--- config.mk ---
export PLATFORM = sky130hd
export DESIGN_NAME = exec_sequencer
export DESIGN_NICKNAME = d
export VERILOG_FILES = /design/src/rtl/exec_sequencer.sv
export SDC_FILE = /design/constraint.sdc
export NUM_CORES = 1
export LEC_CHECK = 0
export CAP_MARGIN = 5
export CORE_ASPECT_RATIO = 1.25
export CORE_UTILIZATION = 45
export DETAILED_ROUTE_END_ITERATION = 6
export PLACE_DENSITY = 0.86
export SYNTH_ARGS = -nofsm -noshare
export SYNTH_HDL_FRONTEND = slang
export SYNTH_SLANG_ARGS = --single-unit
--- constraint.sdc ---
create_clock -name clk -period 3.2 [get_ports clk]
set_input_delay 0.64 -clock clk [delete_from_list [all_inputs] [get_ports clk]]
set_output_delay 0.64 -clock clk [all_outputs]
set_load 0.005 [all_outputs]
--- src/rtl/exec_sequencer.sv ---
// Multi-cycle sequencer for one RV32 R-type / I-type ALU instruction:
// accept, decode, read operands, execute, write back, then wait for the next.
module exec_sequencer #(
    parameter int XLEN = 32,
    parameter int RA_W = 5
) (
    input  logic            clk,
    input  logic            rst,
    input  logic            instr_valid,
    output logic            instr_ready,
    input  logic [31:0]     instr,
    output logic [RA_W-1:0] rf_rs1_addr,
    output logic [RA_W-1:0] rf_rs2_addr,
    input  logic [XLEN-1:0] rf_rs1_data,
    input  logic [XLEN-1:0] rf_rs2_data,
    output logic            rf_we,
    output logic [RA_W-1:0] rf_waddr,
    output logic [XLEN-1:0] rf_wdata,
    output logic [7:0]      alu_op,
    output logic [XLEN-1:0] alu_a,
    output logic [XLEN-1:0] alu_b,
    input  logic [XLEN-1:0] alu_result,
    output logic            busy,
    output logic            done,
    output logic            illegal
);

    typedef enum logic [2:0] {
        S_IDLE,
        S_DECODE,
        S_READ,
        S_EXEC,
        S_WB
    } state_t;

    localparam logic [6:0] OPC_RTYPE = 7'b0110011;
    localparam logic [6:0] OPC_ITYPE = 7'b0010011;
    localparam logic [6:0] F7_BASE   = 7'b0000000;
    localparam logic [6:0] F7_ALT    = 7'b0100000;

    localparam logic [7:0] OP_ADD  = 8'd0;
    localparam logic [7:0] OP_SUB  = 8'd1;
    localparam logic [7:0] OP_AND  = 8'd2;
    localparam logic [7:0] OP_OR   = 8'd3;
    localparam logic [7:0] OP_XOR  = 8'd4;
    localparam logic [7:0] OP_SLL  = 8'd5;
    localparam logic [7:0] OP_SLT  = 8'd6;
    localparam logic [7:0] OP_SLTU = 8'd7;
    localparam logic [7:0] OP_SRA  = 8'd8;
    localparam logic [7:0] OP_SRL  = 8'd9;

    state_t            r_state;
    logic [31:0]       r_instr;
    logic [RA_W-1:0]   r_rd;
    logic              r_isRType;
    logic              r_isShift;
    logic [7:0]        r_aluOp;
    logic [XLEN-1:0]   r_aluA;
    logic [XLEN-1:0]   r_aluB;
    logic              r_rfWe;
    logic [RA_W-1:0]   r_rfWaddr;
    logic [XLEN-1:0]   r_rfWdata;
    logic              r_done;
    logic              r_illegal;

    logic [6:0]        w_opcode;
    logic [2:0]        w_funct3;
    logic [6:0]        w_funct7;
    logic              w_legal;
    logic              w_isR;
    logic              w_isShift;
    logic [7:0]        w_aluOp;
    logic [XLEN-1:0]   w_immSext;
    logic [XLEN-1:0]   w_immShamt;

    assign w_opcode   = r_instr[6:0];
    assign w_funct3   = r_instr[14:12];
    assign w_funct7   = r_instr[31:25];
    assign w_immSext  = {{(XLEN-12){r_instr[31]}}, r_instr[31:20]};
    assign w_immShamt = {{(XLEN-5){1'b0}}, r_instr[24:20]};

    // Classify the latched instruction; only R-type and OP-IMM with valid funct fields are legal.
    always_comb begin
        w_legal   = 1'b0;
        w_isR     = 1'b0;
        w_isShift = 1'b0;
        w_aluOp   = OP_ADD;
        if (w_opcode == OPC_RTYPE) begin
            w_isR   = 1'b1;
            w_legal = (w_funct7 == F7_BASE) ||
                      ((w_funct7 == F7_ALT) && ((w_funct3 == 3'b000) || (w_funct3 == 3'b101)));
            case (w_funct3)
                3'b000:  w_aluOp = (w_funct7 == F7_ALT) ? OP_SUB : OP_ADD;
                3'b001:  w_aluOp = OP_SLL;
                3'b010:  w_aluOp = OP_SLT;
                3'b011:  w_aluOp = OP_SLTU;
                3'b100:  w_aluOp = OP_XOR;
                3'b101:  w_aluOp = (w_funct7 == F7_ALT) ? OP_SRA : OP_SRL;
                3'b110:  w_aluOp = OP_OR;
                default: w_aluOp = OP_AND;
            endcase
        end else if (w_opcode == OPC_ITYPE) begin
            case (w_funct3)
                3'b000: begin w_aluOp = OP_ADD;  w_legal = 1'b1; end
                3'b010: begin w_aluOp = OP_SLT;  w_legal = 1'b1; end
                3'b011: begin w_aluOp = OP_SLTU; w_legal = 1'b1; end
                3'b100: begin w_aluOp = OP_XOR;  w_legal = 1'b1; end
                3'b110: begin w_aluOp = OP_OR;   w_legal = 1'b1; end
                3'b111: begin w_aluOp = OP_AND;  w_legal = 1'b1; end
                3'b001: begin
                    w_aluOp   = OP_SLL;
                    w_isShift = 1'b1;
                    w_legal   = (w_funct7 == F7_BASE);
                end
                default: begin
                    w_isShift = 1'b1;
                    w_aluOp   = (w_funct7 == F7_ALT) ? OP_SRA : OP_SRL;
                    w_legal   = (w_funct7 == F7_BASE) || (w_funct7 == F7_ALT);
                end
            endcase
        end
    end

    // Sequencer: every output is registered; pulses default low each cycle.
    always_ff @(posedge clk) begin
        if (rst) begin
            r_state   <= S_IDLE;
            r_instr   <= '0;
            r_rd      <= '0;
            r_isRType <= 1'b0;
            r_isShift <= 1'b0;
            r_aluOp   <= '0;
            r_aluA    <= '0;
            r_aluB    <= '0;
            r_rfWe    <= 1'b0;
            r_rfWaddr <= '0;
            r_rfWdata <= '0;
            r_done    <= 1'b0;
            r_illegal <= 1'b0;
        end else begin
            r_rfWe    <= 1'b0;
            r_done    <= 1'b0;
            r_illegal <= 1'b0;
            case (r_state)
                S_IDLE: begin
                    if (instr_valid) begin
                        r_instr <= instr;
                        r_state <= S_DECODE;
                    end
                end
                S_DECODE: begin
                    if (w_legal) begin
                        r_aluOp   <= w_aluOp;
                        r_rd      <= RA_W'(r_instr[11:7]);
                        r_isRType <= w_isR;
                        r_isShift <= w_isShift;
                        r_state   <= S_READ;
                    end else begin
                        r_illegal <= 1'b1;
                        r_state   <= S_IDLE;
                    end
                end
                S_READ: begin
                    r_aluA  <= rf_rs1_data;
                    r_aluB  <= r_isRType ? rf_rs2_data : (r_isShift ? w_immShamt : w_immSext);
                    r_state <= S_EXEC;
                end
                S_EXEC: begin
                    // Capture the result here so rf_we/done line up with WB.
                    r_rfWdata <= alu_result;
                    r_rfWaddr <= r_rd;
                    r_rfWe    <= (r_rd != '0);
                    r_done    <= 1'b1;
                    r_state   <= S_WB;
                end
                S_WB: begin
                    r_state <= S_IDLE;
                end
                default: begin
                    r_state <= S_IDLE;
                end
            endcase
        end
    end

    assign instr_ready = (r_state == S_IDLE) & ~rst;
    assign busy        = (r_state != S_IDLE);
    assign rf_rs1_addr = RA_W'(r_instr[19:15]);
    assign rf_rs2_addr = RA_W'(r_instr[24:20]);
    assign rf_we       = r_rfWe;
    assign rf_waddr    = r_rfWaddr;
    assign rf_wdata    = r_rfWdata;
    assign alu_op      = r_aluOp;
    assign alu_a       = r_aluA;
    assign alu_b       = r_aluB;
    assign done        = r_done;
    assign illegal     = r_illegal;

endmodule
# Word-level counts from Yosys, hierarchy flattened
# Index checks and enable logic that the tools add are counted.
[op_classes]
bitwise_logic = 4
reduce_logical = 14
n_mux = 20
eq_ne = 14
[ops]
columns = ["operator", "n"]
rows = [
  ["$mux W32", 2],
  ["$pmux W4 S7", 2],
  ["$eq A7 B6 Y1 const B", 2],
  ["$eq A3 B2 Y1 const B", 4],
  ["$eq A3 B3 Y1 const B", 4],
  ["$pmux W3 S4", 1],
  ["$mux W1", 10],
  ["$mux W8", 1],
  ["$eq A7 B5 Y1 const B", 1],
  ["$logic_not A7 Y1", 1],
  ["$eq A3 B1 Y1 const B", 2],
  ["$logic_not A3 Y1", 2],
  ["$reduce_or A6 Y1", 1],
  ["$reduce_bool A5 Y1", 1],
  ["$mux W4", 1],
  ["$reduce_and A2 Y1", 2],
  ["$reduce_or A2 Y1", 2],
  ["$logic_or A1 B1 Y1", 3],
  ["$mux W3", 1],
  ["$not A1 Y1", 3],
  ["$reduce_bool A3 Y1", 1],
  ["$mux W2", 1],
  ["$ne A2 B2 Y1 const B", 1],
  ["$pmux W1 S2", 1],
  ["2 further kinds", 2],
]
[totals]
output_inout_bits = 124
reg_bits = 154

# Depth between registers and ports, before layout
# Gate-level depths: netlist of run 1.
[logic_depth]
depth_word = 7
ltp_mapped = 7

# Worst setup path before layout of run 1
# Ideal clock, no wire load.
[synth_path]
path_kind = "in2out"
from = "in rst"
to = "out instr_ready"
t_arrival_ns = 1.492
required_time_ns = 2.560
stages = 4
slack_ns = 1.068
path_cell_list = "clkbuf_1 > clkbuf_1 > clkbuf_1 > nor2_1"
[synth_via]
elab_chain_cells = 2
[synth_lines]
columns = ["item", "line", "source"]
rows = [
  ["start: declaration", "8", "input logic rst,"],
  ["$not A1 Y1", "186", "assign instr_ready = (r_state == S_IDLE) & ~rst;"],
  ["$and A1 B1 Y1", "186", ""],
  ["end: declaration", "10", "output logic instr_ready,"],
]
# No other way between the ends.

# Worst setup path after layout of run 1
[layout_path]
from = "reg r_state[2]"
to = "out instr_ready"
[layout_via]
elab_chain_cells = 2
[layout_lines]
columns = ["item", "line", "source"]
rows = [
  ["start: declaration", "52", "state_t r_state;"],
  ["start signal: assignment", "127", "r_state <= S_IDLE;"],
  ["start signal: assignment", "148", "r_state <= S_DECODE;"],
  ["start signal: assignment", "157", "r_state <= S_READ;"],
  ["$logic_not A3 Y1", "186", ""],
  ["$and A1 B1 Y1", "186", ""],
]
# No other way between the ends.

==> results.toml, run 1 <==
[status]
outcome = "complete, no violations"

[global_routing]
grt_max_degree = 81
use_met2 = 0.411
use_met3 = 0.0716
first_global_vias = 4978
grt_pass1_wl_um = 23600
grt_busiest_layer = "met2"
grt_util_all_layers = 0.236
overflow = 0
use_met1 = 0.261
antenna_found_initial = 0

[synthesis]
synth_top_family_by_area = "simple AND/OR/NAND/NOR gates"
synth.area.mux_share = 0.0251
netlist_area_um2 = 5580
synth_seq_cells = 150
postSynthCellCount = 689
synth-seq-area-share = 0.538
synth_flop_cell = "dfxtp_1"
async_reset_ff_frac = 0
synthAdderAreaFrac = 0
syn_avg_cell_area_um2 = 8.10
synth_xor_area_frac = 0.00157
synthDistinctLibCells = 42
synth-edff-count = 0
yosys.area_share.simple = 0.236
synth_compound_area_frac = 0.138
yosys_warnings = 0

[place]
hpwl_um = 10400
dp_slack_ps = 1050
io_buffers = 250
dpl_cell_area_um2 = 8040
gp_congestion = 0.767

[clock_tree]
htree_levels = 4
root_buffer = "clkbuf_16"
cts_hold_buffers = 0
post_cts_resized = 0
insertion_delay_ps = 420
cts_sinks = 150
cts_buffers = 17
cts_tree = "built"
clockBufferDepth = 2
cts_setup_buffers = 0
clk_transition_reported_paths_ps = 60

[pwr]
ir_drop_mv = 0.348
p_per_area_nw_per_um2 = 486
p_leak_uw = 0.00303

[timing]
rsz0062_at_grt = "no"
fin_crit_sh = 0.800
relSlewSlack = 0.435
final_max_slew_viol_count = 0
post-route-min-period_ps = 2560
max_freq_ghz = 0.391
skew_ps = 10.4
setup_ws_ps = 641
worstMarginPinSlew_ps = 847
finalHoldViolCount = 0
setup_viol = 0
finalHoldWorstSlack_ps = 432
final.setup.tns_ps = 0

[drt]
ant_nets = 0
drc_errors = 0
wirelength_um = 15200
avgViaCountPerCell = 4.91
dr.first_iter.drc_count = 151
post_drt_wl_per_cell_um = 14.1
num_vias = 5314
drt-pass1-iter-count = 4

[setup_path]
arrival_ps = 1920
cp-end-kind = "output port"
required_ps = 2560
critPathMaxFanout = 7
reg2reg_from = "r_isRType"
start_kind = "flip-flop"
crit_slowest_cell = "clkdlybuf4s50_1"
crit_start = "r_state[2]"
path_buf_inv = 2
crit_chain = "nor3_1, inv_1, nor2_1, clkdlybuf4s50_1"
critPathTopFamily = "buffers and inverters"
worst-setup-path-type = "reg -> out"
crit_path_max_incr_delay_ps = 530

[floorplanning]
die_area_um2 = 12900
core_um2 = 12100
ios = 255
dieHeight_um = 126
rows = 45
start_util = 0.461
die_w_um = 102

[hold_path]
min_path_type = "in -> reg"
min_from = "rst"

[finish]
final_cell_area_um2 = 8630
antenna-diode-count = 0
drive_above_1_share = 0.0534
area_growth_pct = 54.7
fin_nets = 1037

[flow_run]
max_cap_viol_count = 0
==> final timing paths <==
check                      to  slack, ps  cells past startpoint
hold / removal      alu_b[24]        430                      2
setup / recovery  instr_ready        640                      4
hold reg to reg     alu_a[12]        450                      2
setup reg to reg    alu_b[27]       1220                      6
==> cell type report <==
cell class	count	area [um^2]
Timing Repair Buffer	260	2570
Multi-Input combinational cell	475	2250
Clock inverter	12	153
Inverter	2	7.51
Clock buffer	19	433
Fill cell	946	3480
Sequential cell	150	3000
Tap cell	164	205
==> sequential cells by signal, indices dropped and copies added, names as in the netlist <==
signal	count
alu_a	32
alu_b	32
alu_op	4
done	1
illegal	1
r_instr	32
r_isRType	1
r_isShift	1
r_rd	5
r_state	3
rf_waddr	5
rf_wdata	32
rf_we	1
==> kinds of logic after synthesis <==
| group | after synthesis |
|---|---|
| and+or+nand+nor | 313 |
| DFF | 150 |
| AOI/OAI and AO/OA | 143 |
| buffers and inverters | 67 |
| muxes | 14 |
| xor gates and xnor gates | 1 |
| other | 1 |
==> cell usage after synthesis (3+ instances only) <==
cell type / n / area share
nand2_1: 207 / 0.14
dfxtp_1: 150 / 0.54
a21oi_1: 124 / 0.11
nor2_1: 53 / 0.036
clkbuf_1: 31 / 0.021
nor3_1: 30 / 0.027
buf_4: 14 / 0.019
mux2i_1: 14 / 0.025
buf_2: 12 / 0.011
buf_1: 7 / 0.0047
a221oi_1: 6 / 0.0094
a211oi_1: 5 / 0.0067
nand3_1: 3 / 0.0027
==> report_power, final <==
group,total [uW],internal (uW),switching [uW]
combinational,290,187,104
clock,1990,1220,769
sequential,1910,1890,22.0
total,4200,3300,895
==> metrics by stage <==
stage / utilization / power [uW] / cells
global route: 0.713 / 4350 / 1082
detailed placement: 0.664 / 2250 / 1051
global placement: 0.664 / 2240 / 1051
finish: 0.713 / 4200 / 1082
CTS: 0.713 / 4230 / 1082
floorplan: - / 2050 / 692
==> placed cells by master, fill, tap and decap left out, types with 3 or more instances in the layout <==
master | synthesis | layout
bufinv_16 | 0 | 3
conb_1 | 1 | 4
clkdlybuf4s50_1 | 0 | 249
nand3_1 | 3 | 3
buf_4 | 14 | 11
nor2_1 | 53 | 53
mux2i_1 | 14 | 14
nand2_1 | 207 | 207
a21oi_1 | 124 | 124
nor3_1 | 30 | 30
a221oi_1 | 6 | 6
clkbuf_16 | 0 | 17
a211oi_1 | 5 | 5
clkinv_2 | 0 | 3
clkinvlp_4 | 0 | 4
dfxtp_1 | 150 | 150
==> layer usage <==
layer / wire [um] / part of all wire
met4: 382 / 0.025
met3: 1070 / 0.070
met2: 7660 / 0.50
met1: 6120 / 0.40
met5: 0 / 0
(Power assumes the default switching activity.)
==> inputs of run 2 (changes only) <==
- CORE_UTILIZATION: 45 -> 41
- PLACE_DENSITY: 0.86 -> 0.79
- clock period: 3.2 -> 2.4 ns (I/O delays scaled with it)
==> run 2 against run 1 <==
Die area rose by 9.6%. Worst setup slack got worse by 500 ps. Critical endpoint unchanged. Design area rose by 1.3%. Largest cell class unchanged.
==> results.toml, run 2 (synthesis results as in run 1) <==
[floorplanning]
die_w_um = 106
die_area_um2 = 14100
rows = 47
start_util = 0.422
core_um2 = 13200
dieHeight_um = 132
ios = 255

[clock_tree]
clockBufferDepth = 2
insertion_delay_ps = 420
cts_tree = "built"
cts_setup_buffers = 0
root_buffer = "clkbuf_16"
cts_hold_buffers = 0
cts_buffers = 17
htree_levels = 4
cts_sinks = 150
post_cts_resized = 0
clk_transition_reported_paths_ps = 60

[drt]
drt-pass1-iter-count = 4
post_drt_wl_per_cell_um = 13.7
avgViaCountPerCell = 4.80
num_vias = 5232
dr.first_iter.drc_count = 212
wirelength_um = 14900
drc_errors = 0
ant_nets = 0

[setup_path]
worst-setup-path-type = "reg -> out"
cp-end-kind = "output port"
rr_worst_depth = 5
crit_chain = "nor3_1, inv_1, nor2_1, clkdlybuf4s50_1"
worst-path-stages = 4
critPathTopFamily = "buffers and inverters"
start_kind = "flip-flop"
critPathMaxFanout = 7
crit_slowest_cell = "clkdlybuf4s50_1"
r2r_end = "r_rd[3]"
crit_end = "instr_ready"
reg2reg_from = "r_instr[25]"
path_buf_inv = 2
required_ps = 1920
arrival_ps = 1780
crit_path_max_incr_delay_ps = 520
rrSetupSlack_ps = 670
crit_start = "r_state[2]"

[timing]
max_freq_ghz = 0.443
finalHoldViolCount = 0
setup_viol = 0
final_max_slew_viol_count = 0
skew_ps = 5.95
post-route-min-period_ps = 2260
final.setup.tns_ps = 0
rsz0062_at_grt = "no"
relSlewSlack = 0.529
worstMarginPinSlew_ps = 706
fin_crit_sh = 0.941

[pwr]
p_leak_uw = 0.00309
ir_drop_mv = 0.470
p_per_area_nw_per_um2 = 668
power_uw = 5840

[global_routing]
grt_pass1_wl_um = 24100
first_global_vias = 4905
antenna_found_initial = 0
grt_max_degree = 151
overflow = 0
grt_util_all_layers = 0.216

[finish]
mostFrequentLayoutCell = "clkdlybuf4s50_1"
drive_above_1_share = 0.0533
layout_common_cells = "249 x clkdlybuf4s50_1, 207 x nand2_1, 150 x dfxtp_1, 124 x a21oi_1, 53 x nor2_1"
utilization = 0.661
fin_nets = 1037
antenna-diode-count = 0
area_growth_pct = 56.8

[place]
hpwl_um = 10200
io_buffers = 250
gp_congestion = 0.758

[hold_path]
min_from = "rf_waddr[3]"
min_path_type = "reg -> reg"

[status]
outcome = "complete, no violations"

[flow_run]
max_cap_viol_count = 0
## run 2: area by class of cell
type                       count  area (um^2)
tap                          171          214
fill                        1126         4490
timing repair buffer         260         2610
inverter                       2         7.51
sequential                   150         3000
multi-input combinational    475         2250
clock inverter                 6          136
clock buffer                  26          519
## run 2: per-stage QoR
stage,cell area (um^2),std cells,hold slack [ps],setup WS (ps)
6_report,8750,1090,451,142
5_1_grt,8750,1090,471,10.9
4_1_cts,8750,1090,453,126
3_5_place_dp,8090,1058,446,599
3_3_place_gp,8090,1058,441,581
2_1_floorplan,5590,692,431,588
## run 2: worst min-delay path: cells and delay by family (launching register included)
kind,cells,cell delay [ps]
flip-flops,1,300
AND/OR/NAND/NOR,1,50
AO/OA/AOI/OAI,1,50
## run 2: worst min-delay path by stage
stage                   to  cells past startpoint
2_1_floorplan   r_instr[4]                      2
5_1_grt        rf_wdata[0]                      2
3_3_place_gp   rf_wdata[6]                      2
4_1_cts        rf_wdata[2]                      2
6_report       rf_waddr[3]                      2
3_5_place_dp   rf_waddr[1]                      2
## run 2: power by group
group / leakage, uW / internal [uW] / switching, uW
clock network: 0.000317 / 1910 / 991
logic: 0.00156 / 251 / 136
registers: 0.00121 / 2520 / 29.0
total: 0.00309 / 4690 / 1160
## run 2: metal layers
layer | vias up | wire, um | global-route usage | share of wire
met3 | 23 | 1000 | 0.0734 | 0.067
met2 | 164 | 7460 | 0.368 | 0.50
li1 | 2688 | - | - | -
met4 | 0 | 293 | 0.0833 | 0.020
met1 | 2357 | 6140 | 0.248 | 0.41
met5 | - | 0 | 0 | 0
